### src/rtl/xbtn_event_fifo.sv
// Button-event capture: per-button synchroniser and debouncer feeding a small press-mask FIFO
// that the CPU drains through EVENT reads and controls through STATUS writes.
module xbtn_event_fifo #(
   parameter int unsigned DEBOUNCE_CYCLES = 500000,
   parameter int unsigned DEPTH_LOG2      = 3,
   parameter int unsigned DATA_W          = 32
) (
   input  logic              clk,
   input  logic              rst,
   input  logic [3:0]        btn,
   input  logic              sel,
   input  logic              addr,
   input  logic              rd_en,
   input  logic              wr_en,
   input  logic [DATA_W-1:0] data_in,
   output logic [DATA_W-1:0] data_out,
   output logic              irq
);

   localparam int unsigned CntW   = $clog2(DEBOUNCE_CYCLES);
   localparam int unsigned Depth  = 1 << DEPTH_LOG2;
   localparam int unsigned CountW = DEPTH_LOG2 + 1;
   localparam logic [CntW-1:0]   CntMax    = CntW'(DEBOUNCE_CYCLES - 1);
   localparam logic [CountW-1:0] CountFull = CountW'(Depth);

   logic [3:0]            sync1_q, sync2_q;
   logic [3:0]            stable_q, stable_d, stable_prev_q;
   logic [CntW-1:0]       cnt_q [4];
   logic [CntW-1:0]       cnt_d [4];
   logic [3:0]            press;

   logic [3:0]            mem [Depth];
   logic [DEPTH_LOG2-1:0] wr_ptr_q, wr_ptr_d, rd_ptr_q, rd_ptr_d;
   logic [CountW-1:0]     count_q, count_d;
   logic                  ovf_q, ovf_d;
   logic                  empty, full, status_wr, flush, ovf_clr, pop, push_req, do_push, do_pop;
   logic                  unused_data;

   assign unused_data = ^data_in[DATA_W-1:2];

   always_ff @(posedge clk) begin
      if (rst) begin
         sync1_q       <= '0;
         sync2_q       <= '0;
         stable_q      <= '0;
         stable_prev_q <= '0;
         for (int i = 0; i < 4; i++) cnt_q[i] <= '0;
      end else begin
         sync1_q       <= btn;
         sync2_q       <= sync1_q;
         stable_q      <= stable_d;
         stable_prev_q <= stable_q;
         for (int i = 0; i < 4; i++) cnt_q[i] <= cnt_d[i];
      end
   end

   // Counter runs only while the synced value disagrees with the accepted one.
   always_comb begin
      stable_d = stable_q;
      for (int i = 0; i < 4; i++) begin
         cnt_d[i] = '0;
         if (sync2_q[i] != stable_q[i]) begin
            if (cnt_q[i] == CntMax) stable_d[i] = sync2_q[i];
            else                    cnt_d[i]    = cnt_q[i] + 1'b1;
         end
      end
   end

   assign press = stable_q & ~stable_prev_q;

   assign empty     = (count_q == '0);
   assign full      = (count_q == CountFull);
   assign status_wr = sel & wr_en & addr;
   assign flush     = status_wr & data_in[1];
   assign ovf_clr   = status_wr & data_in[0];
   assign pop       = sel & rd_en & ~addr & ~empty;
   assign push_req  = |press;
   // A flush discards both a same-cycle push and a same-cycle pop.
   assign do_push   = push_req & ~flush & (~full | pop);
   assign do_pop    = pop & ~flush;

   always_comb begin
      wr_ptr_d = wr_ptr_q;
      rd_ptr_d = rd_ptr_q;
      count_d  = count_q;
      if (flush) begin
         wr_ptr_d = '0;
         rd_ptr_d = '0;
         count_d  = '0;
      end else begin
         if (do_push) wr_ptr_d = wr_ptr_q + 1'b1;
         if (do_pop)  rd_ptr_d = rd_ptr_q + 1'b1;
         count_d = count_q + CountW'(do_push) - CountW'(do_pop);
      end
   end

   always_comb begin
      ovf_d = ovf_q;
      if (ovf_clr) ovf_d = 1'b0;
      if (push_req && full && !pop && !flush) ovf_d = 1'b1;
   end

   always_ff @(posedge clk) begin
      if (rst) begin
         wr_ptr_q <= '0;
         rd_ptr_q <= '0;
         count_q  <= '0;
         ovf_q    <= 1'b0;
      end else begin
         wr_ptr_q <= wr_ptr_d;
         rd_ptr_q <= rd_ptr_d;
         count_q  <= count_d;
         ovf_q    <= ovf_d;
      end
   end

   always_ff @(posedge clk) begin
      if (do_push) mem[wr_ptr_q] <= press;
   end

   always_comb begin
      data_out = '0;
      if (sel) begin
         if (!addr) begin
            if (!empty) begin
               data_out[31]  = 1'b1;
               data_out[3:0] = mem[rd_ptr_q];
            end
         end else begin
            data_out[31]             = ~empty;
            data_out[30]             = full;
            data_out[29]             = ovf_q;
            data_out[8 +: CountW]    = count_q;
            data_out[3:0]            = stable_q;
         end
      end
   end

   assign irq = ~empty;

endmodule

### config.mk
export PLATFORM = sky130hd
export DESIGN_NAME = xbtn_event_fifo
export DESIGN_NICKNAME = d
export VERILOG_FILES = /design/src/rtl/xbtn_event_fifo.sv
export SDC_FILE = /design/constraint.sdc
export NUM_CORES = 1
export LEC_CHECK = 0
export ABC_AREA = 1
export ABC_CLOCK_PERIOD_IN_PS = 2100
export BUFFER_PORTS_ARGS = -buffer_cell sky130_fd_sc_hd__buf_2
export CAP_MARGIN = 20
export CORE_UTILIZATION = 40
export CTS_CLUSTER_SIZE = 30
export DETAILED_ROUTE_END_ITERATION = 6
export GPL_TIMING_DRIVEN = 1
export SYNTH_ARGS = -nofsm -noshare
export SYNTH_HDL_FRONTEND = slang
export SYNTH_SLANG_ARGS = --single-unit
export TNS_END_PERCENT = 1
### constraint.sdc
create_clock -name clk -period 2.1 [get_ports clk]
set_input_delay 0.105 -clock clk [delete_from_list [all_inputs] [get_ports clk]]
set_output_delay 0.105 -clock clk [all_outputs]
set_load 0.01 [all_outputs]
==> results of run 1 <==
final cells by class:
| type | instances | area share (%) |
|---|---|---|
| Clock buffer | 18 | 5.51 |
| Clock inverter | 14 | 1.41 |
| Inverter | 110 | 5.18 |
| Multi-Input combinational cell | 660 | 41.6 |
| Sequential cell | 138 | 38.7 |
| Tap cell | 220 | 3.45 |
| Timing Repair Buffer | 51 | 4.20 |
state kept, by name (all words and copies together) (netlist names), named ones only:
signal / count
cnt_q: 76
count_q: 4
mem: 32
ovf_q: 1
rd_ptr_q: 3
stable_prev_q: 4
stable_q: 4
sync1_q: 4
sync2_q: 4
wr_ptr_q: 3
path summary, 6_finish.rpt:
kind,startpoint,endpoint,slack [ps]
max,count_q[3],count_q[1],90
min,rst,stable_q[2],5
max reg2reg,count_q[3],count_q[1],90
min reg2reg,sync1_q[2],sync2_q[2],390
per-stage QoR:
step / total power [mW] / area (sq um) / std cells / hold WS [ps]
CTS: 5.91 / 7920 / 1209 / 0.866
floorplan: 3.05 / 7010 / 939 / 212
detailed placement: 3.13 / 7330 / 1173 / 319
global placement: 3.13 / 7330 / 1173 / 312
global route: 6.11 / 7980 / 1211 / 17.8
finish: 5.86 / 7980 / 1211 / 4.92
cell families after synthesis:
kind of cell               count (synthesis)  synth area share, %
AOI/OAI and AO/OA                         84                 7.26
DFF                                      138                 44.8
and+or+nand+nor                          506                 31.5
other                                      1               0.0544
adders and majority gates                 13                 2.47
buffers and inverters                    141                 9.35
xor gates and xnor gates                  36                 4.58
worst max-delay path, delay by kind of cell, from the launching register on:
family / cells / cell delay, ps
adders and majority gates: 4 / 1070
buffers and inverters: 3 / 150
DFF: 1 / 320
and+or+nand+nor: 5 / 330
placed cells by master (no fill, tap or decap), types with 3 or more instances in the layout:
cell type,synthesis,layout
nor2_2,18,18
xnor2_1,8,8
nand3b_1,10,10
a21oi_1,41,41
buf_4,21,24
conb_1,1,21
nand2_1,201,199
nor2_4,3,3
nand3_1,48,46
dlygate4sd3_1,0,4
inv_2,3,7
or2_2,5,5
inv_1,107,103
clkinv_4,0,4
clkbuf_16,0,17
edfxtp_1,32,32
o21ai_0,27,27
nand4_1,13,13
o211ai_1,8,8
nor3_1,16,15
clkinv_2,0,3
ha_1,12,8
dfxtp_2,0,3
dfxtp_1,106,103
nand2_4,1,3
buf_2,4,23
xor2_1,28,28
inv_6,0,5
nor2_1,184,184
power by group:
part           leakage, nW  internal [mW]  total [mW]  switching [mW]
Sequential            1.23           2.73        2.74          0.0141
Clock                0.274           1.56        2.75            1.18
Combinational         1.48          0.155       0.371           0.216
Total                 2.98           4.45        5.86            1.41
layer usage:
layer / GRT usage [%] / routed length (um) / up-vias
li1: - / - / 2989
met1: 21.5 / 6450 / 2446
met2: 27.7 / 6390 / 89
met3: 3.65 / 568 / 9
met4: 5.11 / 108 / 0
met5: 0 / 0 / -
timing repair:
action                                  in CTS  in global routing
pin swaps                                    0                  5
gates resized for setup                      1                 13
setup buffers                                0                  2
hold endpoints to repair                     4                  0
endpoints found under the setup margin       2                  7
hold buffers                                 4                  0
==> metrics.md, run 1 <==
| Metric | Value |
|---|---|
| Status | `completed` |
| Synth Area per Inst | `about 7.5 sq um` |
| Crit path arrival time | `2310 ps` |
| TNS Setup | `0 ps` |
| Full die area | `17,800 sq um` |
| Worst min-delay path category | `in2reg` |
| Register bit total from synthesis | `roughly 140` |
| CORE AREA | `16,700 sq um` |
| Peak supply drop | `565 uV` |
| Filler cell count | `1,691` |
| GPL Wtd Cong | `0.885` |
| Pins Over Slew Limit | `0` |
| Fmax | `0.497 GHz` |
| Clk_skew | `8.97 ps` |
| Register area share after synthesis | `44.8%` |
| Fraction of registers with async set/reset | `0%` |
| Final Routed Wirelength | `13.5 mm` |
| WS Path Type | `reg2reg` |
| DRT iter0 DRCs | `between 200 and 300` |
| Clk root buf | `clkbuf_16` |
| CTS Buffer Depth | `2` |
| H-tree depth | `4` |
| Final hold vios | `0` |
| Port buffer count | `23` |
| Drt via density | `4.57` |
| Vias post-DR | `roughly 5,500` |
| Crit path max fanout | `5` |
| CTS sink count | `approximately 140` |
| P_leak | `2.98 nW` |
| Clk slew on worst S/H paths | `60 ps` |
| Area leader, netlist | `dfxtp_1` |
| Wire per inst | `around 11 um` |
| Syn-to-layout area delta | `15.8%` |
| R2R cell count | `12` |
| Area of the multi-input gates | `3310 sq um` |
| Post-layout util | `47.8%` |
| Cts bufs inserted | `17` |
| Final Setup Violations | `0` |
| Rows | `47` |
| Fin crit share | `95.8%` |
| Max incr delay on CP | `around 520 ps` |
| I/O pin count | `75` |
| Post-synth EDFFs | `32` |
| Chip height | `between 100 and 150 um` |
| Register cell area after layout | `3090 sq um` |
| Synth top cells by count | `201 x nand2_1, 184 x nor2_1, 107 x inv_1, 106 x dfxtp_1, 48 x nand3_1` |
| DP Wirelength | `10.1 mm` |
| Post-route ant nets | `0` |
| CP cell instances | `inv_1 -> ha_2 -> nand3_4 -> nand2_4 -> nand2_4 -> nand3_4 -> ha_4 -> inv_2 -> ha_4 -> inv_2 -> fa_2 -> nor2_1` |
| Most common cell in the synthesized netlist | `nand2_1` |
| Startpoint types | `flop` |
| Synthesized cell area | `~7000 sq um` |
| Fraction of final layout cells sized beyond drive strength 1 | `13.7%` |
| Worst hold stages | `4` |
| Setup ws final | `89.1 ps` |
| Pwr per Cell Area | `735 nW/um^2` |
| Post-layout min period | `slightly above 2000 ps` |
| Global-route wire length before repair | `23.7 mm` |
| CP Capture Type | `flop` |
| Worst-skew pair later-pin latency | `420 ps` |
| Slowest stage cell, crit path | `fa_2` |
| Initial core utilization | `41.2%` |
| Placement Setup Slack | `about 12 ps` |
| Die W | `133 um` |
| Final nets | `1,033` |
| Top-area cell type share of the netlist area | `approximately 30%` |
| Vias in the first global route | `around 5,200` |
| Max_cap viols | `0` |
| WP data required | `2400 ps` |
| Area contributors post-synth | `dfxtp_1 31%, edfxtp_1 14%, nand2_1 11%` |
| Syn Inst Count | `between 900 and 1,000` |
| Overall Global Routing Usage | `16.6%` |
| CTS tree | `yes` |
| Top_reg_cell synth | `dfxtp_1` |
| Initial antenna violation count | `0` |
| Largest net degree at the start of global routing | `18` |
| Netlist cell types | `35` |
| Syn. warnings | `0` |
| GR Overflow Total | `0` |
| ANT cells | `0` |
| # DRC | `0` |
| Drt pass-1 iters | `6` |
Power figures use the tool's default switching activity.
==> inputs of run 2 (changes only) <==
--- a/config.mk
+++ b/config.mk
@@ -6,7 +6,7 @@
 export NUM_CORES = 1
 export LEC_CHECK = 0
 export ABC_AREA = 1
-export ABC_CLOCK_PERIOD_IN_PS = 2100
+export ABC_CLOCK_PERIOD_IN_PS = 1900
 export BUFFER_PORTS_ARGS = -buffer_cell sky130_fd_sc_hd__buf_2
 export CAP_MARGIN = 20
 export CORE_UTILIZATION = 40
==> constraint.sdc (replaced) <==
create_clock -name clk -period 1.9 [get_ports clk]
set_input_delay 0.095 -clock clk [delete_from_list [all_inputs] [get_ports clk]]
set_output_delay 0.095 -clock clk [all_outputs]
set_load 0.01 [all_outputs]
==> metrics.md, run 2 (synthesis gave the netlist of run 1 again) <==
| Metric | Value |
|---|---|
| Startpoint types | `flop` |
| Full die area | `17,800 sq um (unchanged)` |
| Final hold vios | `0 (unchanged)` |
| P_leak | `3.05 nW (+2.2%)` |
| Slowest stage cell, crit path | `fa_2` |
| Fraction of final layout cells sized beyond drive strength 1 | `15.6% (+1.8 points)` |
| Failing checks | `setup timing` |
| Max incr delay on CP | `520 ps (about the same)` |
| WS Path Type | `reg2reg` |
| Global-route wire length before repair | `23.0 mm (-2.9%)` |
| CORE AREA | `16,700 sq um (unchanged)` |
| Chip height | `133 um (unchanged)` |
| Die W | `133 um (unchanged)` |
| RSZ-0062 raised after global routing | `true` |
| R2R cell count | `12 (unchanged)` |
| Power Total | `6.67 mW (+14%)` |
| Commonest non-fill, non-tap cell in the layout | `nand2_1` |
| Worst Path Buf+Inv | `3 (unchanged)` |
| Fin crit share | `101% (+5.7 points)` |
| Design area | `8190 sq um (+2.7%)` |
| # DRC | `0 (unchanged)` |
| R2R Setup Slk | `-30 ps (-120 ps)` |
| CTS tree | `yes` |
| Syn-to-layout area delta | `18.9%` |
| DP Wirelength | `9.94 mm (-1.8%)` |
| Crit path max fanout | `3 (-2)` |
| Initial antenna violation count | `0 (unchanged)` |
| Initial core utilization | `41.2% (unchanged)` |
| Max_cap viols | `0 (unchanged)` |
| Hold_ws | `37.4 ps (+32.5 ps)` |
| Drt pass-1 iters | `5 (-1)` |
| Fmax | `0.519 GHz (+4.3%)` |
| Vias in the first global route | `5,118 (-1.9%)` |
| Post-route ant nets | `0 (unchanged)` |
| Pins Over Slew Limit | `0 (unchanged)` |
| Vias post-DR | `5,681 (+2.7%)` |
| Reg-to-reg endpoint | `count_q[1]` |
| I/O pin count | `75 (unchanged)` |
| R2R Path Start | `count_q[3]` |
| Filler cell count | `1,609 (-4.8%)` |
| Clk_skew | `9.04 ps (+0.0683 ps)` |
| Crit path arrival time | `2240 ps (-70 ps)` |
| Wire per inst | `11.2 um (about the same)` |
| Final nets | `1,044 (+1.1%)` |
| ANT cells | `0 (unchanged)` |
| Origin of the worst setup path | `count_q[3]` |
| Clk root buf | `clkbuf_16` |
| WP depth | `12 (unchanged)` |
| Family with the most delay on the worst path | `adder cells` |
| Pwr per Cell Area | `814 nW/um^2 (+11%)` |
| Final Setup Violations | `3 (+3)` |
| Overall Global Routing Usage | `16.1% (-0.49 points)` |
| Most flops, register | `cnt_q` |
| Rows | `47 (unchanged)` |
| Largest net degree at the start of global routing | `18 (unchanged)` |
| CP Capture Type | `flop` |
| GR Overflow Total | `0 (unchanged)` |
| Setup ws final | `-28.4 ps (-118 ps)` |
| Peak supply drop | `664 uV (+17%)` |
| Most frequent cells in the layout | `196 x nand2_1, 182 x nor2_1, 103 x dfxtp_1` |
| Port buffer count | `23 (unchanged)` |
| Status | `complete, but fails checks` |
| Worst min-delay path category | `in2reg` |
| CP cell instances | `inv_2 -> ha_4 -> nand3_4 -> nand2_4 -> nand2_4 -> nand3_4 -> ha_4 -> inv_2 -> ha_4 -> inv_2 -> fa_2 -> nor2_2` |
| Placement Cell Area | `7450 sq um (+1.6%)` |
| H-tree depth | `4 (unchanged)` |
| Worst-skew pair later-pin latency | `420 ps (about the same)` |
| Worst Setup EP | `count_q[1]` |
| Cts bufs inserted | `17 (unchanged)` |
| DRT iter0 DRCs | `391 (+42%)` |
| CTS sink count | `138 (unchanged)` |
| Biggest regs | `cnt_q x76, mem x32` |
| Largest register FFs | `76 (unchanged)` |
| Final Routed Wirelength | `13.6 mm (+0.97%)` |
| Clk slew on worst S/H paths | `60 ps (about the same)` |
| Register cell area after layout | `3090 sq um (unchanged)` |
| CTS Buffer Depth | `2 (unchanged)` |
| Post-layout min period | `1930 ps (-82.5 ps)` |
| Drt via density | `4.65 (+1.8%)` |
| Area of the multi-input gates | `3380 sq um (+2.1%)` |
| GPL Wtd Cong | `0.859 (-2.9%)` |
| Post-layout util | `49.0% (+1.3 points)` |
| WP data required | `2210 ps (-190 ps)` |
run 2: cell types whose count changed in the layout (fill, tap and decap cells not counted), sizes merged:
cell,previous run,this run
buf,47,56
bufinv,0,1
clkinv,7,3
clkinvlp,1,3
dlygate4sd3,4,6
inv,116,117
run 2: worst min-delay path by stage:
stage,slack [ps],from,depth (start not counted),endpoint
after detailed placement,330,btn[2],3,sync1_q[2]
after global placement,330,btn[3],3,sync1_q[3]
final,40,rst,2,stable_prev_q[3]
after floorplan,200,btn[0],2,sync1_q[0]
after CTS,30,rst,2,sync1_q[0]
after global routing,40,rst,2,stable_prev_q[2]
run 2: cell type report:
type                       count  area share (%)
clock buffer                  18            5.24
clock inverter                14            1.65
inverter                     110            5.12
multi-input combinational    660            41.3
sequential                   138            37.7
tap                          220            3.36
timing repair buffer          62            5.64
run 2: per-layer routing:
metal  routed length (um)  global-route usage (%)
met1                 6870                    20.9
met2                 6140                    26.1
met3                  478                    3.96
met4                  150                    5.74
met5                    0                       0
run 2: what timing repair did:
| item | 4_1_cts | 5_1_grt |
|---|---|---|
| endpoints found under the setup margin | 7 | 7 |
| buffers inserted | 0 | 2 |
| hold buffers | 6 | 0 |
| pin swaps | 0 | 6 |
| endpoints found under the hold margin | 5 | 0 |
| gates resized for setup | 6 | 18 |
run 2: stage by stage:
stage,worst slack (ps),std cells,setup TNS [ps]
after global routing,-125,1222,-844
after global placement,-0.914,1182,-0.914
after detailed placement,-20.7,1182,-28.9
after CTS,-30.8,1220,-104
final,-28.4,1222,-41.0
after floorplan,-34.1,939,-52.3
run 2: report_power, final:
part           total, mW  switching, mW  internal [mW]
Clock               3.16           1.33           1.83
Combinational      0.483          0.268          0.215
Sequential          3.03         0.0163           3.02
run 2: worst reg2reg max path, delay by kind of cell, from the launching register on:
kind	cells	cell delay (ps)
adder cells (fa/ha/maj)	4	1020
flip-flops	1	350
AND/OR/NAND/NOR	5	310
buffers and inverters	3	150
